--- src/rtl/jtag_scan_master.sv ---
// jtag_scan_master
//   JTAG scan master. It accepts DR-scan, IR-scan and TAP-reset commands,
//   drives registered tms/tdi to the target, captures tdo during shift
//   cycles, and keeps a mirror of the target TAP controller state.
//
//   Ports
//     tck        sole clock; all logic runs on its rising edge
//     trst       synchronous active-high reset
//     cmd_valid  command request; accepted on an edge where cmd_ready is also high
//     cmd_ready  high only when idle in Run-Test/Idle with tms low
//     cmd_op     00 DR scan, 01 IR scan, 10 TAP reset, 11 reserved (error)
//     cmd_len    scan length in bits, legal range 1..32
//     cmd_data   TDI bits, LSB shifted first
//     cmd_idle   extra Run-Test/Idle cycles after a scan (optional, see below)
//     tms, tdi   registered TAP pins
//     tdo        TAP data from the target
//     rsp_valid  one-cycle response pulse
//     rsp_data   captured TDO, LSB first; held until the next response
//     rsp_err    pulses with rsp_valid for an illegal command
//     tap_state  mirrored TAP state, IEEE 1149.1 encoding (TLR=F, RTI=C)
//
//   Optional feature: define JTAG_SCAN_MASTER_RTI_WAIT_EN to add the cmd_idle
//   input. It is latched at acceptance, and a scan then holds tms=0 in RTI for
//   cmd_idle extra cycles before responding.
module jtag_scan_master (
  input  logic        tck,
  input  logic        trst,
  input  logic        cmd_valid,
  output logic        cmd_ready,
  input  logic [1:0]  cmd_op,
  input  logic [5:0]  cmd_len,
  input  logic [31:0] cmd_data,
`ifdef JTAG_SCAN_MASTER_RTI_WAIT_EN
  input  logic [7:0]  cmd_idle,
`endif
  output logic        tms,
  output logic        tdi,
  input  logic        tdo,
  output logic        rsp_valid,
  output logic [31:0] rsp_data,
  output logic        rsp_err,
  output logic [3:0]  tap_state
);

  typedef enum logic [3:0] {
    TAP_EXIT2_DR = 4'h0, TAP_EXIT1_DR = 4'h1, TAP_SHIFT_DR = 4'h2, TAP_PAUSE_DR = 4'h3,
    TAP_SEL_IR   = 4'h4, TAP_UPD_DR   = 4'h5, TAP_CAP_DR   = 4'h6, TAP_SEL_DR   = 4'h7,
    TAP_EXIT2_IR = 4'h8, TAP_EXIT1_IR = 4'h9, TAP_SHIFT_IR = 4'hA, TAP_PAUSE_IR = 4'hB,
    TAP_RTI      = 4'hC, TAP_UPD_IR   = 4'hD, TAP_CAP_IR   = 4'hE, TAP_TLR      = 4'hF
  } tap_e;

  typedef enum logic [2:0] {
    ST_RST, ST_IDLE, ST_TLR, ST_HEAD, ST_SHIFT, ST_TAIL
  } st_e;

  st_e         st;
  tap_e        tap, tap_nxt;
  logic [8:0]  cnt;
  logic [5:0]  len_m1;
  logic        ir;
  logic        quiet;
  logic [31:0] sh;
  logic [31:0] cap;
  logic [8:0]  tail_end;
  logic        accept;
  logic        cmd_bad;

`ifdef JTAG_SCAN_MASTER_RTI_WAIT_EN
  logic [7:0]  idle_q;
  assign tail_end = 9'd2 + {1'b0, idle_q};
`else
  assign tail_end = 9'd2;
`endif

  assign tap_state = tap;
  assign cmd_ready = (st == ST_IDLE) && (tap == TAP_RTI) && !tms;
  assign accept    = cmd_valid && cmd_ready;
  assign cmd_bad   = (cmd_op == 2'b11) || (cmd_len == 6'd0) || (cmd_len > 6'd32);

  always_comb begin
    tap_nxt = tap;
    case (tap)
      TAP_TLR:      tap_nxt = tms ? TAP_TLR      : TAP_RTI;
      TAP_RTI:      tap_nxt = tms ? TAP_SEL_DR   : TAP_RTI;
      TAP_SEL_DR:   tap_nxt = tms ? TAP_SEL_IR   : TAP_CAP_DR;
      TAP_CAP_DR:   tap_nxt = tms ? TAP_EXIT1_DR : TAP_SHIFT_DR;
      TAP_SHIFT_DR: tap_nxt = tms ? TAP_EXIT1_DR : TAP_SHIFT_DR;
      TAP_EXIT1_DR: tap_nxt = tms ? TAP_UPD_DR   : TAP_PAUSE_DR;
      TAP_PAUSE_DR: tap_nxt = tms ? TAP_EXIT2_DR : TAP_PAUSE_DR;
      TAP_EXIT2_DR: tap_nxt = tms ? TAP_UPD_DR   : TAP_SHIFT_DR;
      TAP_UPD_DR:   tap_nxt = tms ? TAP_SEL_DR   : TAP_RTI;
      TAP_SEL_IR:   tap_nxt = tms ? TAP_TLR      : TAP_CAP_IR;
      TAP_CAP_IR:   tap_nxt = tms ? TAP_EXIT1_IR : TAP_SHIFT_IR;
      TAP_SHIFT_IR: tap_nxt = tms ? TAP_EXIT1_IR : TAP_SHIFT_IR;
      TAP_EXIT1_IR: tap_nxt = tms ? TAP_UPD_IR   : TAP_PAUSE_IR;
      TAP_PAUSE_IR: tap_nxt = tms ? TAP_EXIT2_IR : TAP_PAUSE_IR;
      TAP_EXIT2_IR: tap_nxt = tms ? TAP_UPD_IR   : TAP_SHIFT_IR;
      TAP_UPD_IR:   tap_nxt = tms ? TAP_SEL_DR   : TAP_RTI;
      default:      tap_nxt = TAP_TLR;
    endcase
  end

  always_ff @(posedge tck) begin
    if (trst) begin
      st        <= ST_RST;
      tap       <= TAP_TLR;
      tms       <= 1'b1;
      tdi       <= 1'b0;
      rsp_valid <= 1'b0;
      rsp_err   <= 1'b0;
      rsp_data  <= '0;
      cnt       <= '0;
      len_m1    <= '0;
      ir        <= 1'b0;
      quiet     <= 1'b1;
      sh        <= '0;
      cap       <= '0;
`ifdef JTAG_SCAN_MASTER_RTI_WAIT_EN
      idle_q    <= '0;
`endif
    end else begin
      tap       <= tap_nxt;
      rsp_valid <= 1'b0;
      rsp_err   <= 1'b0;
      case (st)
        // The post-reset walk runs as a silent TAP-reset op that finishes one
        // cycle earlier, so cmd_ready rises as soon as RTI is reached.
        ST_RST: begin
          st    <= ST_TLR;
          tms   <= 1'b1;
          cnt   <= '0;
          quiet <= 1'b1;
        end
        ST_IDLE: begin
          if (accept) begin
            cap    <= '0;
            sh     <= cmd_data;
            len_m1 <= cmd_len - 6'd1;
            ir     <= (cmd_op == 2'b01);
            quiet  <= 1'b0;
            cnt    <= '0;
`ifdef JTAG_SCAN_MASTER_RTI_WAIT_EN
            idle_q <= cmd_idle;
`endif
            if (cmd_bad) begin
              rsp_valid <= 1'b1;
              rsp_err   <= 1'b1;
              rsp_data  <= '0;
            end else if (cmd_op == 2'b10) begin
              st  <= ST_TLR;
              tms <= 1'b1;
            end else begin
              st  <= ST_HEAD;
              tms <= 1'b1;
            end
          end
        end
        ST_TLR: begin
          cnt <= cnt + 9'd1;
          if (cnt == 9'd4) tms <= 1'b0;
          if (cnt == (quiet ? 9'd5 : 9'd6)) begin
            st <= ST_IDLE;
            if (!quiet) begin
              rsp_valid <= 1'b1;
              rsp_data  <= '0;
            end
          end
        end
        // Walk RTI -> SHIFT_xR: DR uses tms 1,0,0 and IR uses 1,1,0,0.
        ST_HEAD: begin
          if (cnt == (ir ? 9'd3 : 9'd2)) begin
            st  <= ST_SHIFT;
            cnt <= '0;
            tdi <= sh[0];
            sh  <= sh >> 1;
            tms <= (len_m1 == 6'd0);
          end else begin
            cnt <= cnt + 9'd1;
            tms <= ir && (cnt == 9'd0);
          end
        end
        // cnt holds the shift index of the period that ends at this edge.
        ST_SHIFT: begin
          cap[cnt[4:0]] <= tdo;
          if (cnt[5:0] == len_m1) begin
            st  <= ST_TAIL;
            cnt <= '0;
            tdi <= 1'b0;
            tms <= 1'b1;
          end else begin
            cnt <= cnt + 9'd1;
            tdi <= sh[0];
            sh  <= sh >> 1;
            tms <= ((cnt[5:0] + 6'd1) == len_m1);
          end
        end
        // EXIT1 -> UPDATE -> RTI, then one settle cycle (plus any extra idle).
        ST_TAIL: begin
          tms <= 1'b0;
          cnt <= cnt + 9'd1;
          if (cnt == tail_end) begin
            st        <= ST_IDLE;
            rsp_valid <= 1'b1;
            rsp_data  <= cap;
          end
        end
        default: st <= ST_RST;
      endcase
    end
  end

endmodule

--- config.mk ---
export PLATFORM = sky130hd
export DESIGN_NAME = jtag_scan_master
export DESIGN_NICKNAME = d
export VERILOG_FILES = /design/src/rtl/jtag_scan_master.sv
export SDC_FILE = /design/constraint.sdc
export NUM_CORES = 1
export LEC_CHECK = 0
export CAP_MARGIN = 20
export CORE_MARGIN = 2
export CORE_UTILIZATION = 46
export DETAILED_ROUTE_END_ITERATION = 7
export PLACE_DENSITY = 0.79
export SETUP_SLACK_MARGIN = 0.2
export SYNTH_ARGS = -nofsm -noshare
export SYNTH_HDL_FRONTEND = slang
export SYNTH_SLANG_ARGS = --single-unit
--- constraint.sdc ---
create_clock -name tck -period 2.5 [get_ports tck]
set_clock_uncertainty 0.2 [all_clocks]
set_input_delay 0.375 -clock tck [delete_from_list [all_inputs] [get_ports tck]]
set_output_delay 0.375 -clock tck [all_outputs]
set_load 0.01 [all_outputs]
Word level (Yosys, flattened, before mapping)
Index checks and enable logic that the tools add are counted.
{ "word_totals": {"register_bits": 124, "latch_bits": 0, "ramBits": 0, "romBits": 0, "in_bits": 44, "output_inout_bits": 41, "elab_cells": 152, "memories": 0} }
{ "op_classes": {"add_sub_neg": 3, "multipliers": 0, "n_div": 0, "n_lt_le_gt_ge": 3, "n_eq_ne": 39, "shift": 0, "mux": 59, "bitwise": 1, "n_reduce_logical": 34} }
{ "op_table": {"columns": ["cell", "n"], "rows": [
  ["32-bit two-way mux", 9],
  ["32-bit case mux with 3 select lines", 2],
  ["32-bit case mux with 2 select lines", 1],
  ["4-bit case mux with 12 select lines", 1],
  ["9-bit case mux with 5 select lines", 1],
  ["32-bit bitwise mux", 1],
  ["4-bit == test (second input constant)", 8],
  ["3-bit two-way mux", 10],
  ["9-bit two-way mux", 3],
  ["2-bit inequality test (second input constant)", 10],
  ["3-bit case mux with 6 select lines", 1],
  ["1-bit two-way mux", 17],
  ["4-bit by 3-bit == test with 1-bit output (second input constant)", 4],
  ["2-bit two-way mux", 7],
  ["6-bit == test", 2],
  ["6-bit logical NOT", 2],
  ["6-bit AND reduction", 2],
  ["2-bit AND reduction", 5],
  ["9-bit by 1-bit adder with 9-bit output (second input constant)", 1],
  ["9-bit by 2-bit == test with 1-bit output", 1],
  ["9-bit by 2-bit == test with 1-bit output (second input constant)", 1],
  ["9-bit by 3-bit == test with 1-bit output", 1],
  ["9-bit by 3-bit == test with 1-bit output (second input constant)", 1],
  ["9-bit logical NOT", 1],
  ["30 further kinds", 47]
]} }

Depth between registers and ports, before layout
{ "depth": {"ltp_word": 6, "depth_mapped": 10, "depth_no_buf": 7} }

Worst setup path after synthesis
Ideal clock, no wire load.
{ "synth_timing": {"kind": "input port to flip-flop", "startpoint": "input cmd_len[0]", "endpoint": "register rsp_valid", "setup_ps": 79, "arrival_time_ps": 2022, "t_required_ps": 2221, "path_slack_ps": 199, "path_stages": 9, "n_path_buf": 2, "cell_sequence": "inv_1 > ha_1 > nor4b_2 > mux2_2 > o21ai_1 > nand3b_4 > buf_6 > buf_6 > a211oi_2"} }
{ "synth_via": {"elab_chain_cells": 6, "elab_cells_between_ends": 7, "cone_classes": "1 x order compare; 3 x mux; 3 x reduce/logical"} }
{ "synth_lines": {"columns": ["element", "line_no", "text"], "rows": [
  ["from (decl)", "31", "input logic [5:0] cmd_len,"],
  ["branches (longest 2 deep; another with 6-bit greater-than comparator)", null, null],
  ["1-bit logical OR (*)", "78", "assign cmd_bad = (cmd_op == 2'b11) || (cmd_len == 6'd0) || (cmd_len > 6'd32);"],
  ["1-bit two-way mux (*)", "145", "if (cmd_bad) begin"],
  ["1-bit two-way mux (*)", "135", "if (accept) begin"],
  ["1-bit case mux with 3 select lines (*)", "125", "case (st)"],
  ["to (signal assigned)", "123", "rsp_valid <= 1'b0;"],
  ["to (signal assigned)", "146", "rsp_valid <= 1'b1;"],
  ["to (signal assigned)", "164", "rsp_valid <= 1'b1;"],
  ["to (decl)", "39", "output logic rsp_valid,"]
]} }
Mark *: on every way between the ends.
A chain may end at the register's enable or synchronous reset.

Worst setup path in the final report
{ "layout_timing": {"startpoint": "register st[1]", "endpoint": "register cap[22]"} }
{ "layout_via": {"elab_chain_cells": 6, "elab_cells_between_ends": 9, "cone_classes": "3 x eq/ne; 1 x mux; 5 x reduce/logical"} }
{ "layout_lines": {"columns": ["element", "line_no", "text"], "rows": [
  ["from (decl)", "56", "st_e st;"],
  ["from (signal assigned)", "105", "st <= ST_RST;"],
  ["from (signal assigned)", "129", "st <= ST_TLR;"],
  ["from (signal assigned)", "150", "st <= ST_TLR;"],
  ["3-bit by 1-bit == test with 1-bit output", "76, 125", null],
  ["1-bit logical AND (2 in a row)", "76", "assign cmd_ready = (st == ST_IDLE) && (tap == TAP_RTI) && !tms;"],
  ["1-bit logical AND", "77", "assign accept = cmd_valid && cmd_ready;"],
  ["2-bit inequality test (no source line)", null, null],
  ["2-bit AND reduction (no source line)", null, null],
  ["to (signal, indexed assignment)", "184", "cap[cnt[4:0]] <= tdo;"],
  ["to (decl)", "63", "logic [31:0] cap;"]
]} }
Several ways; a longest one is shown, not always the timed one.

==> flow_summary.yaml <==
power_and_ir_drop:
  powerDensity_nw_per_um2: 836
  vdd_drop_max_mv: 0.538
  power.static_leakage_uw: 0.00350
yosys:
  synth_ff_type: "dfxtp_1"
  netlist-cell-type-count: 64
  synth_seq_area_share: 0.375
  synth_edf_count: 0
  synth_compound_area_frac: 0.164
  async_flop_share: 0
  yosysWarnings: 0
  syn_area_um2: 6620
  synthAdderAreaFrac: 0.00946
  synthMuxAreaShare: 0.125
  netlist_instances: 792
  syn_nets: 841
  ys_ff_latch: 124
  yosys.area_share.simple: 0.231
  syn_area_per_cell_um2: 8.35
  synth-xor-area-share: 0.0312
  synth_top_family_by_area: "simple AND/OR/NAND/NOR gates"
routing:
  ant_nets: 0
  wirelength_um: 15900
  drc: 0
  via_count: 5833
  wl_per_cell_um: 14.9
  drt_iter0_markers: 425
  viasPerCell: 5.46
  first_pass_iters: 5
sta:
  fmax_mhz: 443
  setup_tns_ps: 0
  setup_viol: 0
  rsz0062_at_grt: "yes"
  hold_viol_final: 0
  fin_ws_ps: 244
  slew_violations: 0
  fin_hold_ws_ps: 76.1
  tightestPinTransition_ps: 484
  period_needed_ps: 2260
  fin_crit_sh: 0.902
  maxSlewHeadroom: 0.676
critical_path:
  regToRegEndpoint: "cap[22]"
  worst-setup-path-type: "flip-flop to flip-flop"
  crit_required_ps: 2580
  endpoint_kind: "flip-flop"
  cp-start-kind: "flip-flop"
  cp_cell_sequence: "or3b_1 -> and4b_1 -> nor2_1 -> buf_4 -> o21ai_0 -> a21oi_1"
  reg2reg_from: "st[1]"
  crit_path_top_delay_cell: "or3b_1"
  crit_family: "simple AND/OR/NAND/NOR gates"
  critPathMaxFanout: 32
  r2r_cells: 6
  max_stage_delay_ps: 440
  rrSetupSlack_ps: 240
  worstPathArrival_ps: 2340
  critPathBufInv: 1
  crit_path_start: "st[1]"
placement:
  placed_cell_area_um2: 7670
  dp_slack_ps: -293
  dp_hpwl_um: 10100
  gp_congestion: 0.835
  io_buffers: 84
worst_hold_path:
  min_from: "cmd_len[0]"
  holdPathEnd: "len_m1[0]"
  min_path_type: "input port to flip-flop"
  holdPathStages: 3
global_route:
  grt_first_pass_wirelength_um: 25400
  grt_usage: 0.207
  grt_pass1_vias: 5354
  grt_max_degree: 36
  antenna_found_initial: 0
  gr-total-overflow: 0
clock_network:
  hold_buffers: 0
  clock_latency_ps: 420
  cts.clk_slew.worst_paths_ps: 60
  cts_num_sinks: 124
  cts_buffer_depth: 2
  cts_root_buf: "clkbuf_16"
  cts_tree: "done"
  cts_buffers: 17
  cts_max_level: 4
layout:
  layout-drive-gt1-share: 0.164
  syn2layout_area_growth_pct: 27.3
  nets: 925
  fillCellCount: 1192
  seq_area_um2: 2490
  final_area_um2: 8430
  finish.utilization: 0.602
  final_common_cell: "nand2_1"
  final_cell_mix: "nand2_1, dfxtp_1, a21oi_1, clkdlybuf4s50_1, buf_4"
  n_antenna_cell: 0
  multiInputGateArea_um2: 3750
run_status:
  status: "finished clean"
floorplan:
  coreArea_um2: 14000
  initial_utilization: 0.473
  io-pin-count: 85
  rows: 43
  die_area_um2: 15400
  die_width_um: 124
  die_h_um: 124
flow_run:
  maxCapViolations: 0
worst reg2reg max path, cell delays in order, from the launching register on:
cell	delay [ps]
dfxtp_1	390
or3b_1	450
and4b_1	350
nor2_1	60
buf_4	220
o21ai_0	310
a21oi_1	140
worst max path at each step:
stage	to	slack (ps)	depth (start not counted)
2_1_floorplan	rsp_valid	260	9
3_3_place_gp	rsp_valid	-220	10
3_5_place_dp	rsp_valid	-290	10
4_1_cts	rsp_valid	200	10
5_1_grt	cap[22]	170	6
6_report	cap[22]	240	6
state kept, by name, summed over array words and instances, names as in the netlist, 3 cells and up:
signal     cells
cap           32
rsp_data      32
sh            32
cnt            9
len_m1         6
tap_state      4
st             3
cell usage after synthesis (all sizes together) (5+ instances only):
library cell    n  area (µm²)
nand2         150         568
dfxtp         124        2480
a21oi         103         515
o21ai          42         221
nand3          37         185
nor2           37         141
mux2i          36         360
clkbuf         34         133
buf            33         249
mux2           32         469
nor2b          31         194
xnor2          15         180
inv            11        41.3
nor3           11        55.1
and3           10        62.6
a211oi          9        72.6
nand2b          6        37.5
nor3b           6        56.3
a31oi           5        31.3
ha              5        62.6
nand4           5        31.3
nor4            5        46.3
o211ai          5        37.5
kinds of logic (layout without fill, tap and decap cells):
family | Yosys count | after routing
simple gates | 313 | 313
xor+xnor | 18 | 18
mux | 68 | 68
flops | 124 | 124
compound gates | 186 | 186
buf+inv | 78 | 175
fa+ha+maj | 5 | 5
routing by layer:
layer,wire [µm],track usage,vias up,share of wire
met2,7520,0.327,155,0.47
met4,334,0.0779,0,0.021
met5,0,0,-,0
met1,7360,0.280,2744,0.46
li1,-,-,2910,-
met3,664,0.0421,24,0.042
cell type report:
| cell class | count | area share |
|---|---|---|
| flip-flops and latches | 124 | 0.296 |
| well taps | 180 | 0.0267 |
| multi-input cells | 590 | 0.445 |
| clock buffers | 22 | 0.0563 |
| inverters | 11 | 0.00490 |
| repair buffers | 132 | 0.158 |
| clock inverters | 10 | 0.0137 |
repair_timing:
item | in CTS | in global routing
setup buffers | 2 | 2
endpoints found under the setup margin | 34 | 80
pin swaps | 0 | 4
resized for setup | 6 | 15
gates cloned | 0 | 4
stage by stage:
step / std cells / total power, µW
detailed placement: 1029 / 4460
floorplan: 792 / 3900
finish: 1069 / 7050
CTS: 1063 / 6900
global route: 1069 / 7400
global placement: 1029 / 4430
power by group:
group / switching (µW) / total [µW] / internal (µW)
registers: 136 / 2240 / 2110
logic: 1300 / 2390 / 1080
clock network: 875 / 2420 / 1540
Power figures use the tool's default switching activity.
